File: src/rtl/mfp_uart_tx_pkg.sv
// Shared UART constants and state encoding; the receiver is expected to reuse these.
package mfp_uart_tx_pkg;

    localparam int UART_DATA_W           = 8;
    localparam int UART_CLKS_PER_BIT_DEF = 434;

    typedef enum logic [1:0] {
        UART_STATE_IDLE  = 2'd0,
        UART_STATE_START = 2'd1,
        UART_STATE_DATA  = 2'd2,
        UART_STATE_STOP  = 2'd3
    } uart_state_e;

endpackage

File: src/rtl/mfp_uart_tx_fifo.sv
// Synchronous transmit FIFO with registered full/empty flags derived from the next count.
module mfp_uart_tx_fifo #(
    parameter int DEPTH = 16,
    parameter int DW    = 8
) (
    input  logic          i_clk,
    input  logic          i_rst_n,
    input  logic          i_wr,
    input  logic [DW-1:0] i_wdata,
    input  logic          i_pop,
    output logic [DW-1:0] o_rdata,
    output logic          o_full,
    output logic          o_empty,
    output logic          o_empty_nxt
);

    localparam int AW = $clog2(DEPTH);
    localparam int CW = AW + 1;

    logic [DW-1:0] r_mem [DEPTH];
    logic [AW-1:0] r_wptr, r_rptr;
    logic [CW-1:0] r_count, w_count_nxt;
    logic          r_full, r_empty;
    logic          w_wr, w_pop;

    // Full is judged on the pre-edge count, so a simultaneous pop never rescues a write.
    assign w_wr  = i_wr && !r_full;
    assign w_pop = i_pop && !r_empty;

    always_comb begin
        w_count_nxt = r_count;
        case ({w_wr, w_pop})
            2'b10:   w_count_nxt = r_count + CW'(1);
            2'b01:   w_count_nxt = r_count - CW'(1);
            default: w_count_nxt = r_count;
        endcase
    end

    always_ff @(posedge i_clk or negedge i_rst_n) begin
        if (!i_rst_n) begin
            r_wptr  <= '0;
            r_rptr  <= '0;
            r_count <= '0;
            r_full  <= 1'b0;
            r_empty <= 1'b1;
        end else begin
            if (w_wr)  r_wptr <= r_wptr + AW'(1);
            if (w_pop) r_rptr <= r_rptr + AW'(1);
            r_count <= w_count_nxt;
            r_full  <= (w_count_nxt == CW'(DEPTH));
            r_empty <= (w_count_nxt == '0);
        end
    end

    always_ff @(posedge i_clk) begin
        if (w_wr) r_mem[r_wptr] <= i_wdata;
    end

    assign o_rdata     = r_mem[r_rptr];
    assign o_full      = r_full;
    assign o_empty     = r_empty;
    assign o_empty_nxt = (w_count_nxt == '0);

endmodule

File: src/rtl/mfp_uart_tx.sv
// 8N1 UART transmitter: FIFO-buffered bytes serialised LSB-first onto UART_TX.
module mfp_uart_tx
    import mfp_uart_tx_pkg::*;
#(
    parameter int CLKS_PER_BIT = UART_CLKS_PER_BIT_DEF,
    parameter int FIFO_DEPTH   = 16
) (
    input  logic                   SI_ClkIn,
    input  logic                   SI_Reset_N,
    input  logic                   tx_wr,
    input  logic [UART_DATA_W-1:0] tx_data,
    output logic                   tx_full,
    output logic                   tx_empty,
    output logic                   tx_busy,
    output logic                   tx_ovf,
    input  logic                   tx_ovf_clr,
    output logic                   UART_TX
);

    localparam int BCW = (CLKS_PER_BIT > 1) ? $clog2(CLKS_PER_BIT) : 1;

    uart_state_e            r_state, w_state_nxt;
    logic [BCW-1:0]         r_baud, w_baud_nxt;
    logic [2:0]             r_bit, w_bit_nxt;
    logic [UART_DATA_W-1:0] r_shift, w_shift_nxt;
    logic [UART_DATA_W-1:0] w_rdata;
    logic                   w_pop, w_full, w_empty, w_empty_nxt;
    logic                   w_baud_done, w_tx_nxt;
    logic                   r_tx, r_busy, r_ovf;

    mfp_uart_tx_fifo #(
        .DEPTH (FIFO_DEPTH),
        .DW    (UART_DATA_W)
    ) u_fifo (
        .i_clk       (SI_ClkIn),
        .i_rst_n     (SI_Reset_N),
        .i_wr        (tx_wr),
        .i_wdata     (tx_data),
        .i_pop       (w_pop),
        .o_rdata     (w_rdata),
        .o_full      (w_full),
        .o_empty     (w_empty),
        .o_empty_nxt (w_empty_nxt)
    );

    assign w_baud_done = (r_baud == BCW'(CLKS_PER_BIT - 1));

    always_comb begin
        w_state_nxt = r_state;
        w_baud_nxt  = r_baud;
        w_bit_nxt   = r_bit;
        w_shift_nxt = r_shift;
        w_pop       = 1'b0;
        if (r_state != UART_STATE_IDLE)
            w_baud_nxt = w_baud_done ? '0 : r_baud + BCW'(1);
        case (r_state)
            UART_STATE_IDLE: begin
                if (!w_empty) begin
                    w_pop       = 1'b1;
                    w_shift_nxt = w_rdata;
                    w_baud_nxt  = '0;
                    w_state_nxt = UART_STATE_START;
                end
            end
            UART_STATE_START: begin
                if (w_baud_done) begin
                    w_bit_nxt   = '0;
                    w_state_nxt = UART_STATE_DATA;
                end
            end
            UART_STATE_DATA: begin
                if (w_baud_done) begin
                    w_shift_nxt = {1'b0, r_shift[UART_DATA_W-1:1]};
                    w_bit_nxt   = r_bit + 3'd1;
                    if (r_bit == 3'd7) w_state_nxt = UART_STATE_STOP;
                end
            end
            UART_STATE_STOP: begin
                // Chain straight into the next start bit so back-to-back frames have no gap.
                if (w_baud_done) begin
                    if (!w_empty) begin
                        w_pop       = 1'b1;
                        w_shift_nxt = w_rdata;
                        w_state_nxt = UART_STATE_START;
                    end else begin
                        w_state_nxt = UART_STATE_IDLE;
                    end
                end
            end
            default: w_state_nxt = UART_STATE_IDLE;
        endcase
    end

    always_comb begin
        w_tx_nxt = 1'b1;
        case (r_state)
            UART_STATE_START: w_tx_nxt = 1'b0;
            UART_STATE_DATA:  w_tx_nxt = r_shift[0];
            default:          w_tx_nxt = 1'b1;
        endcase
    end

    always_ff @(posedge SI_ClkIn or negedge SI_Reset_N) begin
        if (!SI_Reset_N) begin
            r_state <= UART_STATE_IDLE;
            r_baud  <= '0;
            r_bit   <= '0;
            r_shift <= '0;
            r_tx    <= 1'b1;
            r_busy  <= 1'b0;
            r_ovf   <= 1'b0;
        end else begin
            r_state <= w_state_nxt;
            r_baud  <= w_baud_nxt;
            r_bit   <= w_bit_nxt;
            r_shift <= w_shift_nxt;
            r_tx    <= w_tx_nxt;
            r_busy  <= !w_empty_nxt || (w_state_nxt != UART_STATE_IDLE);
            if (tx_wr && w_full)
                r_ovf <= 1'b1;
            else if (tx_ovf_clr)
                r_ovf <= 1'b0;
        end
    end

    assign tx_full  = w_full;
    assign tx_empty = w_empty;
    assign tx_busy  = r_busy;
    assign tx_ovf   = r_ovf;
    assign UART_TX  = r_tx;

endmodule

File: config.mk
export PLATFORM = sky130hd
export DESIGN_NAME = mfp_uart_tx
export DESIGN_NICKNAME = d
export VERILOG_FILES = /design/src/rtl/mfp_uart_tx_pkg.sv /design/src/rtl/mfp_uart_tx_fifo.sv /design/src/rtl/mfp_uart_tx.sv
export SDC_FILE = /design/constraint.sdc
export NUM_CORES = 1
export LEC_CHECK = 0
export BUFFER_PORTS_ARGS = -buffer_cell sky130_fd_sc_hd__clkbuf_2
export CAP_MARGIN = 40
export CORE_ASPECT_RATIO = 1.1
export CORE_MARGIN = 5
export CORE_UTILIZATION = 40
export CTS_BUF_LIST = sky130_fd_sc_hd__clkbuf_4
export DETAILED_ROUTE_END_ITERATION = 6
export GPL_ROUTABILITY_DRIVEN = 1
export PLACE_DENSITY = 0.66
export SLEW_MARGIN = 20
export SYNTH_ARGS = -nofsm -noshare
export SYNTH_HDL_FRONTEND = slang
export SYNTH_SLANG_ARGS = --single-unit
File: constraint.sdc
create_clock -name SI_ClkIn -period 8.3 [get_ports SI_ClkIn]
set_input_delay 1.66 -clock SI_ClkIn [delete_from_list [all_inputs] [get_ports SI_ClkIn]]
set_output_delay 1.66 -clock SI_ClkIn [all_outputs]
set_load 0.005 [all_outputs]
# Word-level counts from Yosys, hierarchy flattened
# Memory sizes are Yosys's and may differ from the RTL's.
# Index checks and enable logic that the tools add are counted.
[op_classes]
addsub = 6
n_eq_ne = 11
muxes = 27
n_reduce_logical = 16
[ops]
columns = ["operator", "count"]
rows = [
  ["two-way mux 9 bit", 4],
  ["two-way mux 8 bit", 3],
  ["case mux 8 bit (3 select lines)", 1],
  ["two-way mux 2 bit", 5],
  ["case mux 5 bit (2 select lines)", 1],
  ["adder 9 x 1 -> 9 bit (second input constant)", 1],
  ["equality test 9 bit (second input constant)", 1],
  ["adder 4 x 1 -> 4 bit (second input constant)", 2],
  ["case mux 2 bit (4 select lines)", 1],
  ["nonzero test 2 bit", 4],
  ["two-way mux 1 bit", 7],
  ["equality test 2 bit (second input constant)", 3],
  ["two-way mux 3 bit", 2],
  ["!= test 2 bit (second input constant)", 3],
  ["case mux 3 bit (2 select lines)", 1],
  ["AND reduction 3 bit", 2],
  ["adder 5 x 1 -> 5 bit (second input constant)", 1],
  ["equality test 5 bit (second input constant)", 1],
  ["logical NOT 5 bit", 1],
  ["subtractor 5 x 1 -> 5 bit (second input constant)", 1],
  ["equality test 2 x 1 -> 1 bit (second input constant)", 2],
  ["case mux 1 bit (2 select lines)", 2],
  ["adder 3 x 1 -> 3 bit (second input constant)", 1],
  ["equality test 3 bit (second input constant)", 1],
  ["other kinds (5)", 9],
]
[word_totals]
register_bits = 40
ram_bits = 128
input_bits = 12
n_memories = 1
[memory_table]
columns = ["memory", "depth", "width", "read_ports", "rd_ports_with_merged_regs", "write_ports", "line_no", "rtl"]
rows = [
  ["u_fifo.r_mem", 16, 8, 1, 0, 1, "mfp_uart_tx_fifo.sv:20", "logic [DW-1:0] r_mem [DEPTH];"],
]

# Longest topological paths before layout
[logic_depth]
depth_word = 9
ltp_mapped = 12

# By module
# From an unflattened synthesis, not the netlist that was laid out.
[hier_totals]
hier_cells = 403
hier_area_um2 = 7145.6
[by_module_without_submodules]
columns = ["module", "n_inst", "cells_each", "area_per_inst_um2", "seq_area_each_um2"]
rows = [
  ["mfp_uart_tx_fifo", 1, 276, 5761.8, 4220.3],
  ["mfp_uart_tx", 1, 127, 1383.8, 626.9],
]

# Worst setup path before layout
# OpenSTA, ideal clock, no wires.
[synth_timing]
kind = "in2reg"
from = "in tx_wr"
to = "reg r_busy (netlist: tx_busy)"
setup_ns = 0.138
arrival_time_ns = 4.239
required_ns = 8.162
setup_slack_ns = 3.923
cell_stages = 10
n_path_buf = 1
path_cell_list = "nor2b_1 clkbuf_1 inv_1 ha_1 fa_1 a21o_1 a2111oi_0 a31oi_1 a311o_1 or4b_1"
[synth_between]
elab_chain_cells = 6
elab_cells_between_ends = 7
classes_between = "2 x eq/ne; 1 x mux; 4 x reduce/logical"
[synth_lines]
columns = ["item", "line_no", "rtl"]
rows = [
  ["start, declared", "mfp_uart_tx.sv:10", "input logic tx_wr,"],
  ["logical AND 1 bit *", "mfp_uart_tx_fifo.sv:27", "assign w_wr = i_wr && !r_full;"],
  ["equality test 2 x 1 -> 1 bit or equality test 2 bit (tied branches)", "mfp_uart_tx_fifo.sv:32", "case ({w_wr, w_pop})"],
  ["case mux 5 bit (2 select lines) *", "mfp_uart_tx_fifo.sv:32", ""],
  ["via u_fifo.w_count_nxt[4]", "mfp_uart_tx_fifo.sv:22", "logic [CW-1:0] r_count, w_count_nxt;"],
  ["logical NOT 5 bit *", "mfp_uart_tx_fifo.sv:62", "assign o_empty_nxt = (w_count_nxt == '0);"],
  ["logical NOT 1 bit *", "mfp_uart_tx.sv:118", "r_busy <= !w_empty_nxt || (w_state_nxt != UART_STATE_IDLE);"],
  ["logical OR 1 bit *", "mfp_uart_tx.sv:118", ""],
  ["end signal, assigned", "mfp_uart_tx.sv:118", ""],
  ["end, declared", "mfp_uart_tx.sv:29", "logic r_tx, r_busy, r_ovf;"],
]
# The timed path passes the listed nets; every way through them passes the cells marked *.
# A chain may end at the register's enable or synchronous reset.

# Worst setup path in the final report
[layout_timing]
from = "reg r_baud[6]"
to = "reg r_busy (netlist: tx_busy)"
[layout_between]
elab_chain_cells = 9
elab_cells_between_ends = 15
classes_between = "3 x eq/ne; 7 x mux; 5 x reduce/logical"
[layout_lines]
columns = ["item", "line_no", "rtl"]
rows = [
  ["start, declared", "mfp_uart_tx.sv:23", "logic [BCW-1:0] r_baud, w_baud_nxt;"],
  ["start signal, assigned", "mfp_uart_tx.sv:114", "r_baud <= w_baud_nxt;"],
  ["equality test 9 bit *", "mfp_uart_tx.sv:46", "assign w_baud_done = (r_baud == BCW'(CLKS_PER_BIT - 1));"],
  ["two-way mux 1 bit *", "mfp_uart_tx.sv:80", "if (w_baud_done) begin"],
  ["case mux 1 bit (2 select lines) *", "mfp_uart_tx.sv:56", "case (r_state)"],
  ["logical AND 1 bit *", "mfp_uart_tx_fifo.sv:28", "assign w_pop = i_pop && !r_empty;"],
  ["via u_fifo.w_pop", "mfp_uart_tx_fifo.sv:24", "logic w_wr, w_pop;"],
  ["equality test 2 x 1 -> 1 bit or equality test 2 bit (tied branches)", "mfp_uart_tx_fifo.sv:32", ""],
  ["case mux 5 bit (2 select lines) *", "mfp_uart_tx_fifo.sv:32", ""],
  ["via u_fifo.w_count_nxt[4]", "mfp_uart_tx_fifo.sv:22", ""],
  ["logical NOT 5 bit *", "mfp_uart_tx_fifo.sv:62", ""],
  ["logical NOT 1 bit *", "mfp_uart_tx.sv:118", ""],
  ["logical OR 1 bit *", "mfp_uart_tx.sv:118", ""],
]
# Marks and branches as above.

==> impl_metrics.toml <==
[yosys]
synth_area_leaders = "edfxtp_1 55%, dfrtp_1 13%, mux4_2 11%"
syn_area_um2 = 7050
synth_warnings = 0
synth.largest_area_cell = "edfxtp_1"
async_reset_ff_frac = 0.238
yosys_most_used_dff = "edfxtp_1"
synthCells = 428
ys_top_cells_by_count = "128 x edfxtp_1, 38 x dfrtp_1, 33 x mux4_2"
synth.top_cell.area_share = 0.545
ys_ff_latch = 168
ys_seq_area_frac = 0.688
synthesis.nets = 459
synth-edff-count = 128
avgSynthCellArea_um2 = 16.5
ys_types = 50
synth_most_common_cell = "edfxtp_1"

[layout]
fill_cells = 1559
layout-drive-gt1-share = 0.201
fin_util = 0.437
area_delta_synth_final_pct = 8.73
nNetsFinal = 481
diodes = 0

[power]
p_per_area_nw_per_um2 = 301
peakVddDrop_v = 0.000124
finalPower_uw = 2310
p_leak_uw = 0.00267

[timing]
fin_hold_ws_ns = 0.508
min_period_over_period = 0.531
slew_violations = 0
tightest_slew_ns = 0.929
hold_violations = 0
skew_ns = 0.0145
finalCriticalPeriod_ns = 4.41
slew_headroom = 0.381
rsz0062_at_grt = "false"
setup_viol = 0
setup_tns_ns = 0
fmax_ghz = 0.227

[critical_path]
crit_end = "tx_busy"
reg2reg_slack_ns = 3.89
slowest_stage = "or4b_4"
critPathMaxStageDelay_ns = 0.57
required_ns = 8.74
r2r_end = "tx_busy"
crit_fanout = 8
crit_chain = "or4b_4, or3_1, a211oi_2, ha_1, ha_1, a21o_1, a2111oi_0, a31oi_1, a311o_1, or4b_1"
reg2reg_depth = 10
end_kind = "register"
worstSetupStartpoint = "r_baud[6]"
cp_common_cell = "ha_1"
regToRegStartpoint = "r_baud[6]"
startpoint_type = "register"
path_class = "register to register"
cp_data_arrival_time_ns = 4.85

[job]
cap_viol_max_count = 0

[global_routing]
grt_max_degree = 36
grt_pass1_wl_um = 20800
grt_overflow = 0
track_usage = 0.137
antenna_found_initial = 0
grt_pass1_vias = 3841

[die]
chipHeight_um = 149
core_um2 = 17500
die_area_um2 = 20400
io_pins = 17
die_w_um = 137
start_util = 0.402
rows = 51

[detailed_routing]
drc = 0
first_pass_iters = 4
drtAntennaViolNets = 0
drtIter0Drc = 239
num_vias = 3681
viasPerCell = 5.25
wirelength_um = 13100
wl_per_cell_um = 18.6

[cts]
cts_hold_buf = 0
cts_resized = 0
cts.reportedPaths.clkPinSlew_ns = 0.14
clockRootBuffer = "clkbuf_4"
clkLatencyLatePin_ns = 0.56
cts_tree = "done"
htreeDepth = 4
cts_sinks = 168
cts_buffer_depth = 2
cts_buffers = 17
post_cts.repair.setup_buffers = 0

[placement]
portBuffers = 16
hpwl_um = 8750
place.gp.congestion = 0.836

[outcome]
outcome = "complete, no violations"

[hold_path]
hp-class = "register to register"
==> worst min-delay path by stage <==
stage	from	endpoint	slack, ns	cells past startpoint
after global routing	r_bit[0]	r_bit[0]	0.52	1
after global placement	r_baud[8]	r_baud[8]	0.47	1
after CTS	r_bit[0]	r_bit[0]	0.51	1
final	r_bit[0]	r_bit[0]	0.51	1
after detailed placement	r_baud[8]	r_baud[8]	0.49	1
after floorplan	r_baud[8]	r_baud[8]	0.44	1
==> cell usage in the layout (no fill, tap or decap), drive strengths merged, types with 4 or more instances in the layout <==
| cell type | count |
|---|---|
| a21oi | 24 |
| a22oi | 15 |
| and2 | 18 |
| and3 | 5 |
| clkbuf | 33 |
| clkinv | 7 |
| dfrtp | 38 |
| edfxtp | 128 |
| ha | 18 |
| inv | 21 |
| mux2 | 4 |
| mux4 | 33 |
| nand2 | 19 |
| nand3 | 10 |
| nor2 | 15 |
| nor2b | 4 |
| o21ai | 18 |
| o31ai | 5 |
| xnor2 | 7 |
==> report_power, final <==
| group | switching (µW) | internal (µW) |
|---|---|---|
| clock network | 298 | 156 |
| logic | 399 | 335 |
| registers | 80.3 | 1040 |
| total | 777 | 1530 |
==> cell families after synthesis <==
| logic type | share of synthesized area |
|---|---|
| AND/OR/NAND/NOR | 0.0660 |
| XOR/XNOR | 0.00994 |
| buffers and inverters | 0.0179 |
| adder cells (fa/ha/maj) | 0.0348 |
| multiplexers | 0.112 |
| flip-flops | 0.688 |
| AO/OA/AOI/OAI | 0.0714 |
==> metal layers <==
layer | global-route usage | routed length, µm
met2 | 0.239 | 6980
met1 | 0.165 | 5470
met4 | 0.0494 | 183
met5 | 0 | 0
met3 | 0.0341 | 418
==> flip-flops by register name (all words and copies together), names as in the netlist <==
signal and cells:
u_fifo.r_mem 128, r_baud 9, r_shift 8, u_fifo.r_count 5
u_fifo.r_rptr 4, u_fifo.r_wptr 4, r_bit 3, r_state 2
UART_TX 1, tx_busy 1, tx_ovf 1, u_fifo.o_empty 1
u_fifo.o_full 1
==> area by class of cell <==
type | count | area [µm²] | share of cell area
Sequential cell | 168 | 4850 | 0.633
Multi-Input combinational cell | 229 | 2080 | 0.271
Tap cell | 238 | 298 | 0.0389
Clock inverter | 15 | 144 | 0.0188
Clock buffer | 17 | 128 | 0.0167
Timing Repair Buffer | 19 | 115 | 0.0150
Inverter | 15 | 56.3 | 0.00735
==> worst max-delay path, delay by kind of cell (launching register included) <==
kind            cells  cell delay (ns)
compound gates      5             1.61
simple gates        3             1.49
fa+ha+maj           2             0.75
flops               1             0.46
==> through the flow <==
| step | setup WS [ns] | instance area (µm²) | std cells |
|---|---|---|---|
| 6_report | 3.89 | 7660 | 701 |
| 5_1_grt | 3.79 | 7660 | 701 |
| 4_1_cts | 3.95 | 7660 | 701 |
| 3_5_place_dp | 3.52 | 7390 | 669 |
| 3_3_place_gp | 3.58 | 7370 | 668 |
| 2_1_floorplan | 3.92 | 7050 | 428 |
Power figures use the tool's default switching activity.
